`config.mk`:
```
export PLATFORM = sky130hd
export DESIGN_NAME = uart_receiver
export DESIGN_NICKNAME = d
export VERILOG_FILES = /design/src/rtl/uart_receiver.sv
export SDC_FILE = /design/constraint.sdc
export NUM_CORES = 1
export LEC_CHECK = 0
export ABC_AREA = 1
export BUFFER_PORTS_ARGS = -buffer_cell sky130_fd_sc_hd__buf_2
export CAP_MARGIN = 20
export CORE_ASPECT_RATIO = 0.6
export CORE_MARGIN = 2
export CORE_UTILIZATION = 35
export CTS_BUF_LIST = sky130_fd_sc_hd__clkbuf_16
export CTS_CLUSTER_SIZE = 8
export DETAILED_ROUTE_END_ITERATION = 7
export GPL_TIMING_DRIVEN = 1
export PLACE_DENSITY_LB_ADDON = 0.05
export SYNTH_ARGS = -nofsm -noshare
export SYNTH_HDL_FRONTEND = slang
export SYNTH_SLANG_ARGS = --single-unit
```
`constraint.sdc`:
```
create_clock -name clk -period 2.2 [get_ports clk]
set_clock_uncertainty 0.2 [all_clocks]
set_input_delay 0.11 -clock clk [delete_from_list [all_inputs] [get_ports clk]]
set_output_delay 0.11 -clock clk [all_outputs]
set_load 0.01 [all_outputs]
```
`src/rtl/uart_receiver.sv`:
```
// uart_receiver: 8N1-style serial receiver with 2-flop input synchronizer,
// mid-bit sampling, one-entry output register and sticky error flags.
module uart_receiver #(
   parameter int DATA_BITS    = 8,
   parameter int CLKS_PER_BIT = 16
) (
   input  logic                 clk,
   input  logic                 reset,
   input  logic                 rx,
   input  logic                 rd_ack,
   output logic [DATA_BITS-1:0] data_out,
   output logic                 rx_valid,
   output logic                 frame_err,
   output logic                 overrun,
   output logic                 busy
);

   localparam int CW = $clog2(CLKS_PER_BIT);
   localparam int BW = $clog2(DATA_BITS + 1);
   localparam logic [CW-1:0] HALF_M1  = CW'(CLKS_PER_BIT / 2 - 1);
   localparam logic [CW-1:0] FULL_M1  = CW'(CLKS_PER_BIT - 1);
   localparam logic [BW-1:0] LAST_BIT = BW'(DATA_BITS - 1);

   typedef enum logic [2:0] {S_IDLE, S_START, S_DATA, S_STOP, S_BREAK} state_t;

   state_t               state, state_nx;
   logic                 rx_m, rx_s;
   logic [CW-1:0]        cnt;
   logic [BW-1:0]        bit_idx;
   logic [DATA_BITS-1:0] shreg;
   logic                 bit_smp, stop_good, stop_bad;

   // Two-flop synchronizer; resets to the idle-high line level
   always_ff @(posedge clk or posedge reset) begin
      if (reset) begin
         rx_m <= 1'b1;
         rx_s <= 1'b1;
      end else begin
         rx_m <= rx;
         rx_s <= rx_m;
      end
   end

   // FSM state register
   always_ff @(posedge clk or posedge reset) begin
      if (reset) state <= S_IDLE;
      else       state <= state_nx;
   end

   // FSM next-state logic
   always_comb begin
      state_nx = state;
      case (state)
         S_IDLE:  if (!rx_s) state_nx = S_START;
         S_START: if (cnt == HALF_M1) state_nx = rx_s ? S_IDLE : S_DATA;
         S_DATA:  if (cnt == FULL_M1 && bit_idx == LAST_BIT) state_nx = S_STOP;
         S_STOP:  if (cnt == FULL_M1) state_nx = rx_s ? S_IDLE : S_BREAK;
         S_BREAK: if (rx_s) state_nx = S_IDLE;
         default: state_nx = S_IDLE;
      endcase
   end

   // FSM outputs: busy plus sampling strobes for the datapath
   always_comb begin
      busy      = (state != S_IDLE);
      bit_smp   = (state == S_DATA) && (cnt == FULL_M1);
      stop_good = (state == S_STOP) && (cnt == FULL_M1) && rx_s;
      stop_bad  = (state == S_STOP) && (cnt == FULL_M1) && !rx_s;
   end

   // Bit timing and bit index counters; both restart on every state entry
   always_ff @(posedge clk or posedge reset) begin
      if (reset) begin
         cnt     <= '0;
         bit_idx <= '0;
      end else if (state_nx != state) begin
         cnt     <= '0;
         bit_idx <= '0;
      end else if (bit_smp) begin
         cnt     <= '0;
         bit_idx <= bit_idx + BW'(1);
      end else if (state == S_START || state == S_DATA || state == S_STOP) begin
         cnt     <= cnt + CW'(1);
      end
   end

   // LSB-first shift register; a framing error throws the byte away
   always_ff @(posedge clk or posedge reset) begin
      if (reset)         shreg <= '0;
      else if (bit_smp)  shreg <= {rx_s, shreg[DATA_BITS-1:1]};
      else if (stop_bad) shreg <= '0;
   end

   // Output register and flags; a set event beats a coincident rd_ack
   always_ff @(posedge clk or posedge reset) begin
      if (reset) begin
         data_out  <= '0;
         rx_valid  <= 1'b0;
         frame_err <= 1'b0;
         overrun   <= 1'b0;
      end else begin
         if (stop_good && (!rx_valid || rd_ack)) data_out <= shreg;

         if (stop_good)   rx_valid <= 1'b1;
         else if (rd_ack) rx_valid <= 1'b0;

         if (stop_bad)    frame_err <= 1'b1;
         else if (rd_ack) frame_err <= 1'b0;

         if (stop_good && rx_valid && !rd_ack) overrun <= 1'b1;
         else if (rd_ack)                      overrun <= 1'b0;
      end
   end

endmodule

```
==> key figures <==
Synthesis
  – Avg Cell Area, Syn: 9.47 um2
  – Post-synthesis register bit count: 32
  – Synth async-reset ratio: 100%
  – Adder-cell share of the synthesized area: 1.72%
  – Simple-gate portion of the synthesized area: 21.3%
  – Synth Area in Compound Gates: 12.2%
  – Ys flop type: dfrtp_1
  – Mapped Area: 0.00146 mm2
  – Synth Instances: 154
  – Synth cell types: 29
  – Synth top area share: 51.5%
  – Top cells by area, synth: dfrtp_1, nand2_1, inv_1
  – Area leader, netlist: dfrtp_1
  – EDFF count, synth: 0
  – Mapped Nets: 160
  – Post-synthesis mux area share: 0%
  – Post-Synth XOR/XNOR Area: 3.00%
  – Warnings from Yosys: 0
  – Seq/Total Area, Yosys: 55.1%
  – Largest family of logic cells by synthesized area: simple AND/OR/NAND/NOR gates

Timing
  – FMAX: 0.530 GHz
  – Final setup fails: 0
  – Rel. slew slack: 72.6%
  – Minimum clock period: 1890 ps
  – Sum Neg Setup Slack: 0 ps
  – Tightest Pin Transition: 411 ps
  – Period utilisation layout: 85.8%
  – Final Hold Viols: 0
  – RSZ-0062 raised after global routing: false
  – Max Slew Vio Count: 0

Route
  – DRT Pass-1 Iters: 4
  – Post-route DRC: 0
  – Vias per cell: 4.66
  – Post-route ant nets: 0
  – Routed WL per cell: 12.3 um
  – DR iter-0 viols: 45
  – DR vias: 1077
  – Drt total wl: 2.84 mm

Placement
  – Global placement routability congestion: 0.777
  – DP Cell Count: 220
  – Post-DP HPWL: 2.05 mm
  – Port buffer count: 15
  – Dpl cell area: 0.00161 mm2

Finish
  – Multi-input logic area: 559 um2
  – Antenna Cells: 0
  – Fraction of final layout cells sized beyond drive strength 1: 23.8%
  – Area grow syn2layout: 22.0%
  – # fillers: 391
  – Final instance area: 0.00178 mm2
  – Final Util: 43.9%
  – Register area: 803 um2
  – Final nets: 186
  – Leading cell types in the layout, fill and taps excluded: nand2_1, dfrtp_1, inv_1
  – Finished Layout Cells: 231

CTS
  – H-Tree Level Count: 2
  – Total CTS buffers: 5
  – Bufs on Longest Clock Path: 2
  – Clock transition at path regs: 50 ps
  – # Post-CTS Setup Buffers: 0
  – CTS tree: yes
  – Clk_lat worst skew: 270 ps
  – CTS Sinks: 32
  – CTS Root Cell: clkbuf_16

Setup path
  – RR Endpoint: bit_idx[0]
  – Critical path launch point type: flop
  – Arr. time, crit path: 1890 ps
  – Crit Path Max Fanout: 5
  – FF-to-FF setup slack: 310 ps
  – Reg2reg path depth: 10
  – Crit Path Class: reg2reg
  – Worst R2R Start: cnt[0]
  – WP data required: 2200 ps
  – Crit end category: flop

Global routing
  – Initial antenna violation count: 0
  – Tot GR Track Use: 14.5%
  – Vias in the first global route: 1046
  – Grt total ovfl: 0
  – First-pass GRT wire length: 4.96 mm
  – Largest net degree at the start of global routing: 33

Status
  – Status: finished, final reports clean

Job
  – Maxcap violations: 0

Floorplan
  – Row Count: 18
  – Io pins: 16
  – Die Area: 0.00472 mm2
  – Core footprint: 0.00405 mm2
  – Die height: 54.0 um
  – Initial core utilization: 36.0%
  – Chip width: 87.4 um

Power and ir drop
  – Max rail drop VDD: 416 uV
  – P per Cell Area: 1040 mW/mm2
  – Total chip power: 1.85 mW
  – Pleak: 0.861 nW

Min path
  – WHS Endpoint: rx_s
  – Hold_sp: rx_m
  – Hold path depth: 0
  – Hold WC Path Type: reg2reg
-- flip-flops by register name, indices dropped and copies added (netlist names) --
signal     count
shreg          8
data_out       8
rx_s           1
rx_m           1
frame_err      1
state          3
cnt            4
bit_idx        4
overrun        1
rx_valid       1
-- critical path, cell delays in order, from the launching register on --
cell     delay [ps]
dfrtp_1         400
ha_1            250
nand2_1         110
nor2_1           50
nand2_1         110
nor2_1           70
nor2_1          100
nand2_1         110
a21oi_4         220
nand2_4          90
o21ai_2         110
-- per-stage QoR --
stage	worst slack, ps	hold WS (ps)
6_report	312	155
5_1_grt	108	165
4_1_cts	218	156
3_5_place_dp	232	19.0
3_3_place_gp	262	16.4
2_1_floorplan	460	-85.5
-- metal layers --
| metal | share of wire, % | track usage, % | up-vias | wire length (um) |
|---|---|---|---|---|
| met5 | 0 | 0 | - | 0 |
| li1 | - | - | 556 | - |
| met1 | 57 | 20.4 | 489 | 1620 |
| met4 | 1.8 | 7.69 | 0 | 51 |
| met2 | 38 | 19.4 | 25 | 1070 |
| met3 | 3.4 | 5.06 | 7 | 97 |
-- how the worst max path moves through the flow --
stage	start	to	slack, ps	cells after the start
2_1_floorplan	cnt[0]	bit_idx[0]	460	10
3_3_place_gp	cnt[0]	data_out[6]	260	8
3_5_place_dp	cnt[0]	data_out[7]	230	8
4_1_cts	cnt[0]	data_out[7]	220	8
5_1_grt	cnt[0]	cnt[2]	110	10
6_report	cnt[0]	bit_idx[0]	310	10
-- synthesized netlist by cell type (2+ instances only) --
cell type and count:
a21oi_1 3, dfrtp_1 30, dfstp_2 2, ha_1 2, inv_1 22, inv_2 2, nand2_1 31, nand3_1 4
nand4_1 4, nor2_1 10, nor2_2 5, nor2_4 2, o2111ai_1 2, o21ai_0 2, o21ai_1 9, o22ai_1 8
xor2_1 4
-- power breakdown --
group / leakage, nW / internal, mW / switching, mW
Sequential: 0.435 / 0.636 / 0.0484
Combinational: 0.352 / 0.185 / 0.352
Clock: 0.0738 / 0.405 / 0.223
-- kinds of logic (layout without fill, tap and decap cells) --
| family | count (synthesis) | in the layout |
|---|---|---|
| DFF | 32 | 32 |
| adders and majority gates | 2 | 2 |
| AOI/OAI and AO/OA | 28 | 28 |
| buffers and inverters | 26 | 53 |
| xor gates and xnor gates | 5 | 5 |
| and+or+nand+nor | 61 | 61 |
-- layout make-up --
type,instances,share of cell area [%]
Clock buffer,5,7.03
Inverter,24,5.06
Timing Repair Buffer,21,7.17
Tap cell,50,3.52
Multi-Input combinational cell,96,31.4
Sequential cell,32,45.1
Clock inverter,3,0.633
-- repair_timing --
item	CTS	global route
endpoints found under the hold margin	34	0
endpoints found under the setup margin	0	3
hold buffers	3	0
gates resized for setup	0	1
Note: power is estimated with default switching activity, not from simulation.
